$ cat src/rtl/mc_ctrl.sv
// mc_ctrl: multi-cycle control sequencer (FETCH/DECODE/EXEC/MEM/WB).
// Sequences one shared memory port and one ALU across instruction phases.
// All strobes are combinational from the current state, the latched
// opcode/funct, zero and mem_ready. They are forced low while reset is held.
module mc_ctrl #(
    parameter int CNT_W = 32
) (
    input  logic             clock,
    input  logic             reset,
    input  logic [5:0]       ir_op,
    input  logic [5:0]       ir_funct,
    input  logic             zero,
    input  logic             mem_ready,
    output logic             pc_write,
    output logic [1:0]       pc_src,
    output logic             ir_write,
    output logic             iord,
    output logic             mem_read,
    output logic             mem_write,
    output logic             reg_write,
    output logic             reg_dst,
    output logic             mem_to_reg,
    output logic             alu_src_b,
    output logic [4:0]       aluop,
    output logic [2:0]       state,
    output logic             illegal,
    output logic [CNT_W-1:0] retired
);

    typedef enum logic [2:0] {
        S_FETCH  = 3'd0,
        S_DECODE = 3'd1,
        S_EXEC   = 3'd2,
        S_MEM    = 3'd3,
        S_WB     = 3'd4
    } state_e;

    localparam logic [5:0] OP_RTYPE = 6'h00;
    localparam logic [5:0] OP_ADDI  = 6'h08;
    localparam logic [5:0] OP_LW    = 6'h23;
    localparam logic [5:0] OP_SW    = 6'h2B;
    localparam logic [5:0] OP_BEQ   = 6'h04;
    localparam logic [5:0] OP_J     = 6'h02;

    localparam logic [5:0] FN_ADD = 6'h20;
    localparam logic [5:0] FN_SUB = 6'h22;
    localparam logic [5:0] FN_AND = 6'h24;
    localparam logic [5:0] FN_OR  = 6'h25;
    localparam logic [5:0] FN_SLT = 6'h2A;

    localparam logic [4:0] ALU_ADD = 5'd0;
    localparam logic [4:0] ALU_SUB = 5'd1;
    localparam logic [4:0] ALU_AND = 5'd2;
    localparam logic [4:0] ALU_OR  = 5'd3;
    localparam logic [4:0] ALU_SLT = 5'd4;

    localparam logic [1:0] PC_SEQ    = 2'd0;
    localparam logic [1:0] PC_BRANCH = 2'd1;
    localparam logic [1:0] PC_JUMP   = 2'd2;

    state_e           state_q, state_d;
    logic [5:0]       op_q, funct_q;
    logic             illegal_q;
    logic [CNT_W-1:0] retired_q;

    // Transition flags raised by the sequencer for the bookkeeping registers
    logic             retire;
    logic             set_illegal;

    // Instruction classification from the latched opcode/funct
    logic       is_r, is_addi, is_lw, is_sw, is_beq, is_j, r_ok, legal;
    logic [4:0] r_aluop;

    // Decode the latched instruction into class flags and the R-type ALU op
    always_comb begin
        is_r    = (op_q == OP_RTYPE);
        is_addi = (op_q == OP_ADDI);
        is_lw   = (op_q == OP_LW);
        is_sw   = (op_q == OP_SW);
        is_beq  = (op_q == OP_BEQ);
        is_j    = (op_q == OP_J);
        r_ok    = 1'b1;
        r_aluop = ALU_ADD;
        case (funct_q)
            FN_ADD:  r_aluop = ALU_ADD;
            FN_SUB:  r_aluop = ALU_SUB;
            FN_AND:  r_aluop = ALU_AND;
            FN_OR:   r_aluop = ALU_OR;
            FN_SLT:  r_aluop = ALU_SLT;
            default: r_ok    = 1'b0;
        endcase
        legal = (is_r && r_ok) || is_addi || is_lw || is_sw || is_beq || is_j;
    end

    // Next-state and strobe generation; every output defaults to inactive
    always_comb begin
        state_d     = state_q;
        retire      = 1'b0;
        set_illegal = 1'b0;
        pc_write    = 1'b0;
        pc_src      = PC_SEQ;
        ir_write    = 1'b0;
        iord        = 1'b0;
        mem_read    = 1'b0;
        mem_write   = 1'b0;
        reg_write   = 1'b0;
        reg_dst     = 1'b0;
        mem_to_reg  = 1'b0;
        alu_src_b   = 1'b0;
        aluop       = ALU_ADD;

        case (state_q)
            S_FETCH: begin
                mem_read = 1'b1;
                if (mem_ready) begin
                    ir_write = 1'b1;
                    pc_write = 1'b1;
                    state_d  = S_DECODE;
                end
            end
            S_DECODE: begin
                if (is_j) begin
                    pc_write = 1'b1;
                    pc_src   = PC_JUMP;
                    retire   = 1'b1;
                    state_d  = S_FETCH;
                end else if (!legal) begin
                    // PC already advanced in FETCH; just drop the instruction
                    set_illegal = 1'b1;
                    state_d     = S_FETCH;
                end else begin
                    state_d = S_EXEC;
                end
            end
            S_EXEC: begin
                if (is_r) begin
                    aluop   = r_aluop;
                    state_d = S_WB;
                end else if (is_beq) begin
                    aluop    = ALU_SUB;
                    pc_write = zero;
                    pc_src   = PC_BRANCH;
                    retire   = 1'b1;
                    state_d  = S_FETCH;
                end else begin
                    // addi / lw / sw all compute base + imm
                    aluop     = ALU_ADD;
                    alu_src_b = 1'b1;
                    state_d   = (is_addi) ? S_WB : S_MEM;
                end
            end
            S_MEM: begin
                iord      = 1'b1;
                mem_read  = is_lw;
                mem_write = is_sw;
                if (mem_ready) begin
                    if (is_sw) begin
                        retire  = 1'b1;
                        state_d = S_FETCH;
                    end else begin
                        state_d = S_WB;
                    end
                end
            end
            S_WB: begin
                reg_write  = 1'b1;
                reg_dst    = is_r;
                mem_to_reg = is_lw;
                retire     = 1'b1;
                state_d    = S_FETCH;
            end
            default: begin
                // Unreachable encodings recover to FETCH with no strobes
                state_d = S_FETCH;
            end
        endcase

        // Held reset kills every strobe, including the FETCH read
        if (!reset) begin
            state_d     = S_FETCH;
            retire      = 1'b0;
            set_illegal = 1'b0;
            pc_write    = 1'b0;
            pc_src      = PC_SEQ;
            ir_write    = 1'b0;
            iord        = 1'b0;
            mem_read    = 1'b0;
            mem_write   = 1'b0;
            reg_write   = 1'b0;
            reg_dst     = 1'b0;
            mem_to_reg  = 1'b0;
            alu_src_b   = 1'b0;
            aluop       = ALU_ADD;
        end
    end

    // State register
    always_ff @(posedge clock or negedge reset) begin
        if (!reset) state_q <= S_FETCH;
        else        state_q <= state_d;
    end

    // Instruction latch, loaded on the IR write strobe
    always_ff @(posedge clock or negedge reset) begin
        if (!reset) begin
            op_q    <= 6'd0;
            funct_q <= 6'd0;
        end else if (ir_write) begin
            op_q    <= ir_op;
            funct_q <= ir_funct;
        end
    end

    // Sticky illegal flag and retired-instruction counter
    always_ff @(posedge clock or negedge reset) begin
        if (!reset) begin
            illegal_q <= 1'b0;
            retired_q <= '0;
        end else begin
            if (set_illegal) illegal_q <= 1'b1;
            if (retire)      retired_q <= retired_q + CNT_W'(1);
        end
    end

    assign state   = state_q;
    assign illegal = illegal_q;
    assign retired = retired_q;

endmodule

$ cat config.mk
export PLATFORM = sky130hd
export DESIGN_NAME = mc_ctrl
export DESIGN_NICKNAME = d
export VERILOG_FILES = /design/src/rtl/mc_ctrl.sv
export SDC_FILE = /design/constraint.sdc
export NUM_CORES = 1
export LEC_CHECK = 0
export ABC_AREA = 1
export BUFFER_PORTS_ARGS = -buffer_cell sky130_fd_sc_hd__buf_2
export CAP_MARGIN = 20
export CORE_MARGIN = 2
export CORE_UTILIZATION = 59
export CTS_BUF_LIST = sky130_fd_sc_hd__clkbuf_16
export DETAILED_ROUTE_END_ITERATION = 7
export HOLD_SLACK_MARGIN = 0.05
export PLACE_DENSITY = 0.85
export RECOVER_POWER = 25
export SETUP_SLACK_MARGIN = 0.2
export SLEW_MARGIN = 10
export SYNTH_ARGS = -nofsm -noshare
export SYNTH_HDL_FRONTEND = slang
export SYNTH_SLANG_ARGS = --single-unit
$ cat constraint.sdc
create_clock -name clock -period 2.7 [get_ports clock]
set_clock_uncertainty 0.1 [all_clocks]
set_input_delay 0 -clock clock [delete_from_list [all_inputs] [get_ports clock]]
set_output_delay 0 -clock clock [all_outputs]
set_load 0.01 [all_outputs]
==> flow_metrics.tcl, run 1 <==
set metrics [dict create \
    numPortBuffers 65 \
    die_w_microns 77.2 \
    fin_setup_tns_ns 0 \
    combinational_family_with_the_most_area_after_synthesis "simple AND/OR/NAND/NOR gates" \
    min-delay-start "zero" \
    vias_per_cell 5.20 \
    number_of_antenna_violations_at_the_first_check_in_global_routing 0 \
    worst-endpoint-required_ns 2.81 \
    crit_type "input pin to flop" \
    power_density_relative_to_cell_area_nw_per_um2 570 \
    core_sq_um 5140 \
    cts_htree_levels 2 \
    synth_compound_gate_area_share_pct 3.84 \
    vdd_ir_drop_max_uv 450 \
    power.net_switching_uw 697 \
    synth_mux_area_share_pct 1.43 \
    synth-warning-count 0 \
    timing.critical_path.from_type "input pin" \
    clk_pin_slew_worst_paths_ns 0.06 \
    height_of_the_die_microns 77.2 \
    synth-xor-area-share_pct 4.71 \
    drc 0 \
    tightest_slew_ns 1.20 \
    finalMaxSlewViolations 0 \
    clk_network_pwr_share_pct 32.7 \
    outcome "completed" \
    fmax_ghz 0.532 \
    place.detailed.hpwl_microns 5630 \
    cell_depth_of_the_worst_hold_path 4 \
    grt_pass1_vias 3052 \
    layout.cells.most_common "nand2_1" \
    start_util_pct 61.5 \
    post_synth_and_or_nand_nor_area_fraction_pct 41.9 \
    endpoint_kind "flop" \
    hold_path_end "pc_write" \
    cts.path.max_buffers 2 \
    syn_inst 470 \
    synthAdderAreaFrac_pct 0.396 \
    grt_max_degree 53 \
    timing.rr.start "retired[1]" \
    power.switching_fraction_pct 32.6 \
    mostFrequentLayoutCells "nand2_1, nor2_1, inv_1, dfrtp_1, clkbuf_1" \
    routed_vias 3227 \
    share_comb_of_total_power_pct 23.1 \
    portion_of_synthesized_cell_area_occupied_by_the_leading_cell_type_pct 38.0 \
    routed_wirelength_microns 8020 \
    floorplan.rows 26 \
    io_pins 68 \
    postSynthAreaPerCell_sq_um 6.72 \
    power.leakage_uw 0.00187 \
    hold_path_class "input pin to primary output" \
    max-cap-violations 0 \
    clock_tree_from_tritoncts "built" \
    power.share.sequential_pct 44.2 \
    synth_cell_type_count 31 \
    clkLatencyLatePin_ns 0.29 \
    detail-route-antenna-nets 0 \
    rsz0062_at_grt "false" \
    drive_above_1_share_pct 12.0 \
    insertedDiodeCount 0 \
    r2r-end "retired[20]" \
    cts_root_buffer_type "clkbuf_16" \
    synth_area_leaders "dfrtp_1, nand2_1, nor2_1, inv_1, nand3_1" \
    wl_per_cell_microns 12.9 \
    detail_route.first_pass.iterations 5 \
    grtUsageTotal_pct 28.7 \
    dpl-instance-area_sq_um 3500 \
    clock_buffers_created_by_tritoncts 5 \
    timing.max_slew.rel_slack_pct 20.0 \
    grt_first_pass_wirelength_microns 13900 \
    timing.final.crit_period_ns 1.88 \
    design_area_sq_um 3760 \
    netlist_area_sq_um 3160 \
    post-route-period-util_pct 69.6 \
    cts_resized 0 \
    cell_internal_pwr_uw 1440 \
    synthDominantAreaCellType "dfrtp_1" \
    maximum_net_fanout_on_the_critical_path 52 \
    setup_viol_count_final 0 \
    finalNetCount 567 \
    ys_ff_latch 48 \
    worst_ep_arrival_time_ns 1.99 \
    final_hold_vio_count 0 \
    yosysSeqAreaShare_pct 38.0 \
    ff2ff_path_depth 10 \
    gpl.final_weighted_congestion 0.950 \
    numClockSinks 48 \
    global_route.overflow_total 0 \
    die_area_sq_um 5960 \
    syn_to_final_growth_pct 18.9 \
    r2r_slack_ns 0.84 \
    detail_route.iter0.violations 306 \
]
## how the worst max path moves through the flow
stage	startpoint	end	slack [ns]	cells past startpoint
final	reset	illegal	0.82	5
after global routing	reset	illegal	0.56	5
after CTS	retired[2]	retired[19]	0.88	9
after detailed placement	retired[2]	retired[19]	0.89	9
after global placement	op_q[3]	retired[0]	0.96	8
after floorplan	state[2]	funct_q[3]	1.06	5
## metal layers
metal,up-vias,wire length (microns),GRT usage (%)
met1,1491,3510,37.0
met3,18,416,5.18
met2,111,3940,49.8
li1,1607,-,-
met5,-,0,0
met4,0,155,7.50
## cell type report
cell class | count | area, sq um
sequential | 48 | 1200
timing repair buffer | 82 | 442
clock buffer | 5 | 125
inverter | 53 | 199
multi-input combinational | 360 | 1660
tap | 70 | 87.6
clock inverter | 3 | 42.5
fill | 449 | 1380
## metrics by stage
step / std cells / hold WS, ns / total power [uW] / utilization, % / setup slack (ns)
2_1_floorplan: 471 / -0.396 / 1270 / - / 1.06
3_3_place_gp: 599 / 0.106 / 1410 / 68.0 / 0.959
6_report: 621 / 0.268 / 2140 / 73.1 / 0.820
5_1_grt: 621 / 0.285 / 2260 / 73.1 / 0.562
4_1_cts: 621 / 0.265 / 2150 / 74.0 / 0.876
3_5_place_dp: 599 / 0.109 / 1430 / 68.0 / 0.895
## worst max-delay path, cell delays in order
cell and delay (ns):
dlygate4sd3_1 0.52, clkbuf_1 0.18, clkbuf_2 0.94, nand3_1 0.16
o21bai_1 0.19
## cell usage after synthesis
master and number:
nand3_2 2, nand3b_1 4, buf_6 1, and3_1 2
inv_2 4, buf_12 1, nand4_1 6, o22ai_1 1
inv_1 49, buf_2 1, o21bai_1 1, nand3_1 24
nor3_2 1, mux2_2 4, ha_1 1, buf_8 2
nor3_1 16, conb_1 1, a21oi_1 3, xor2_1 10
nand2_2 5, nor2_2 4, buf_4 5, nand2_1 191
dfrtp_1 48, o21ai_2 4, nor3_4 1, o21ai_0 10
a21boi_0 1, nor2_1 60, xnor2_1 7
## cell families after synthesis
family,after synthesis
adders and majority gates,1
AOI/OAI and AO/OA,20
other,1
DFF,48
and+or+nand+nor,316
buffers and inverters,63
muxes,4
xor gates and xnor gates,17
## sequential cells by signal (all words and copies together) (netlist names)
name / flops
state: 3
op_q: 6
illegal: 1
retired: 32
funct_q: 6
## power groups by stage
| stage | clock, uW | combinational (uW) | sequential [uW] |
|---|---|---|---|
| finish | 700 | 495 | 945 |
| detailed placement | 0 | 481 | 952 |
| CTS | 706 | 502 | 940 |
| global route | 740 | 560 | 963 |
| global placement | 0 | 469 | 943 |
| floorplan | 0 | 313 | 958 |
## what timing repair did
item	4_1_cts	5_1_grt
endpoints found under the hold margin	63	0
setup buffers	0	0
hold buffers	14	0
Power figures use the tool's default switching activity.
==> run 2, diff against run 1 <==
--- a/config.mk
+++ b/config.mk
@@ -5,15 +5,15 @@
 export SDC_FILE = /design/constraint.sdc
 export NUM_CORES = 1
 export LEC_CHECK = 0
-export ABC_AREA = 1
+export ABC_AREA = 0
 export BUFFER_PORTS_ARGS = -buffer_cell sky130_fd_sc_hd__buf_2
 export CAP_MARGIN = 20
 export CORE_MARGIN = 2
-export CORE_UTILIZATION = 59
+export CORE_UTILIZATION = 48
 export CTS_BUF_LIST = sky130_fd_sc_hd__clkbuf_16
 export DETAILED_ROUTE_END_ITERATION = 7
 export HOLD_SLACK_MARGIN = 0.05
-export PLACE_DENSITY = 0.85
+export PLACE_DENSITY = 0.76
 export RECOVER_POWER = 25
 export SETUP_SLACK_MARGIN = 0.2
 export SLEW_MARGIN = 10
==> constraint.sdc (replaced) <==
create_clock -name clock -period 1.7 [get_ports clock]
set_clock_uncertainty 0.1 [all_clocks]
set_input_delay 0 -clock clock [delete_from_list [all_inputs] [get_ports clock]]
set_output_delay 0 -clock clock [all_outputs]
set_load 0.01 [all_outputs]
==> flow_metrics.tcl, run 2 <==
set metrics [dict create \
    synth-warning-count 0 \
    numClockSinks 48 \
    start_util_pct 48.9 \
    ys_ff_latch 48 \
    clock_buffers_created_by_tritoncts 5 \
    grtUsageTotal_pct 28.9 \
    timing.critical_path.from_type "flop" \
    crit_type "flop to primary output" \
    setup_ws_ns -0.434 \
    final_hold_vio_count 0 \
    synthDominantAreaCellType "dfrtp_1" \
    synth_area_leaders "dfrtp_1, xor2_1, nand2_1, a21oi_1, nand3_1" \
    grt_first_pass_wirelength_microns 13800 \
    die_w_microns 78.2 \
    tightest_slew_ns 0.910 \
    dr_wl_met2_microns 5200 \
    numPortBuffers 65 \
    drc 0 \
    yosysSeqAreaShare_pct 45.4 \
    grt_pass1_vias 2776 \
    timing.max_slew.rel_slack_pct 39.2 \
    layout.cells.most_common "buf_4" \
    cts_htree_levels 2 \
    seqCellArea_sq_um 1200 \
    floorplan.rows 27 \
    power_density_relative_to_cell_area_nw_per_um2 673 \
    die_area_sq_um 6120 \
    max-cap-violations 0 \
    met3_length_microns 569 \
    clk_pin_slew_worst_paths_ns 0.07 \
    timing.critical_path.slowest_cell_delay_ns 0.56 \
    detail_route.iter0.violations 226 \
    detail_route.first_pass.iterations 5 \
    syn_to_final_growth_pct 69.2 \
    grt_max_degree 29 \
    hold_path_class "input pin to flop" \
    finalNetCount 454 \
    yosys-top-cells-count "nand2_1, dfrtp_1, xor2_1, a21oi_1, nand3_1" \
    cts_root_buffer_type "clkbuf_16" \
    endpoint_kind "primary output" \
    postSynthAreaPerCell_sq_um 9.51 \
    detail-route-antenna-nets 0 \
    global_route.overflow_total 0 \
    height_of_the_die_microns 78.2 \
    fillers 283 \
    syn_inst 278 \
    finalMaxSlewViolations 0 \
    wl_per_cell_microns 19.9 \
    design_area_sq_um 4470 \
    outcome "finished, violations left" \
    insertedDiodeCount 0 \
    clkLatencyLatePin_ns 0.29 \
    power.leakage_uw 0.00220 \
    violations_in_the_final_reports "setup timing" \
    synthFlopType "dfrtp_1" \
    gpl.final_weighted_congestion 0.844 \
    synth-edff-count 0 \
    vias_per_cell 5.79 \
    core_sq_um 5410 \
    place.detailed.hpwl_microns 5110 \
    pre_cts_slack_ns -0.329 \
    critical-path-slowest-cell "or4_4" \
    rsz0062_at_grt "true" \
    number_of_antenna_violations_at_the_first_check_in_global_routing 0 \
    dpl.cell_count 468 \
    synthMostInstantiatedCell "nand2_1" \
    worst_ep_arrival_time_ns 2.03 \
    portion_of_synthesized_cell_area_occupied_by_the_leading_cell_type_pct 45.4 \
    netlist_area_sq_um 2640 \
    maximum_net_fanout_on_the_critical_path 2 \
    timing.final.crit_period_ns 2.13 \
    finalCoreUtilization_pct 82.8 \
    instances_no_fill 510 \
    io_pins 68 \
    fmax_ghz 0.469 \
    async_flop_share_pct 100 \
    mostFrequentLayoutCells "buf_4, buf_2, nand2_1, dfrtp_1, xor2_1" \
    setup_viol_count_final 74 \
    synth_cell_type_count 46 \
    largest_reg_flops 32 \
    drive_above_1_share_pct 51.1 \
    critical_path.cell_chain "or4_4 -> buf_6 -> nor2_4 -> and3_1 -> nand4b_1 -> a31oi_2 -> buf_2" \
    post-route-period-util_pct 125 \
    clock_tree_from_tritoncts "built" \
    multiInputGateArea_sq_um 1790 \
    cts.path.max_buffers 2 \
    worst-endpoint-required_ns 1.60 \
    routed_wirelength_microns 10200 \
    vdd_ir_drop_max_uv 649 \
    dpl-instance-area_sq_um 3590 \
    routed_vias 2951 \
    routed.top_layer "met4" \
    wl_met1_microns 4050 \
]
[run 2: changes by cell type in the layout (fill, tap and decap cells not counted), moves of 27 or more]
cell / delta
nand2_1: -142
nor2_1: -54
buf_4: +57
buf_2: +27
inv_1: -43
clkbuf_1: -30
[run 2: final cells by class]
class	count	area share (%)
clock inverter	3	0.448
clock buffer	5	2.80
timing repair buffer	162	27.3
multi-input combinational	214	40.0
tap	72	2.01
sequential	48	26.9
inverter	6	0.503
[run 2: repair_timing]
action                                  CTS  global route
buffers inserted                         11             7
gates cloned                              1             0
hold buffers                             14             0
endpoints found under the setup margin   61            61
pin swaps                                43            20
resized for setup                        50            41
hold endpoints to repair                 62             0
[run 2: path summary, 6_finish.rpt]
kind,start,endpoint,slack (ns),cells past startpoint
worst max-delay path,op_q[0],pc_write,-0.43,7
worst min-delay path,mem_ready,state[0],0.08,4
worst max register to register,op_q[0],retired[21],-0.43,7
worst min register to register,retired[31],retired[31],0.38,1
max in group asynchronous,reset,retired[12],-0.09,5
min in group asynchronous,reset,funct_q[3],0.13,3
[run 2: worst max-delay path, delay by kind of cell, from the launching register on]
kind | cells | cell delay, ns
flip-flops | 1 | 0.40
AND/OR/NAND/NOR | 4 | 0.93
buffers and inverters | 2 | 0.30
AO/OA/AOI/OAI | 1 | 0.13
[run 2: cells by family after synthesis]
group / after synthesis / share of synthesized area, %
other cells: 1 / 0.142
mux: 2 / 0.805
buf+inv: 18 / 3.79
compound gates: 48 / 12.9
xor+xnor: 31 / 10.3
flops: 48 / 45.4
simple gates: 129 / 26.2
fa+ha+maj: 1 / 0.473
[run 2: per-stage QoR]
step                hold slack (ns)  setup TNS [ns]  total power [uW]
finish                       0.0839          -17.15              3010
global route                  0.103          -25.62              3120
CTS                          0.0742          -10.94              2840
detailed placement          -0.0794           -8.84              1760
global placement            -0.0799           -6.69              1740
floorplan                    -0.396           -7.64              1530
[run 2: where the power goes]
part / switching [uW] / internal (uW) / leakage (uW)
clock network: 449 / 543 / 0.0000712
logic: 377 / 348 / 0.00150
registers: 80.8 / 1210 / 0.000632
total: 906 / 2100 / 0.00220
[run 2: routing by layer]
metal,vias up,global-route usage (%)
met3,33,3.33
met4,0,14.2
met5,-,0
li1,1291,-
met1,1462,37.2
met2,165,48.4
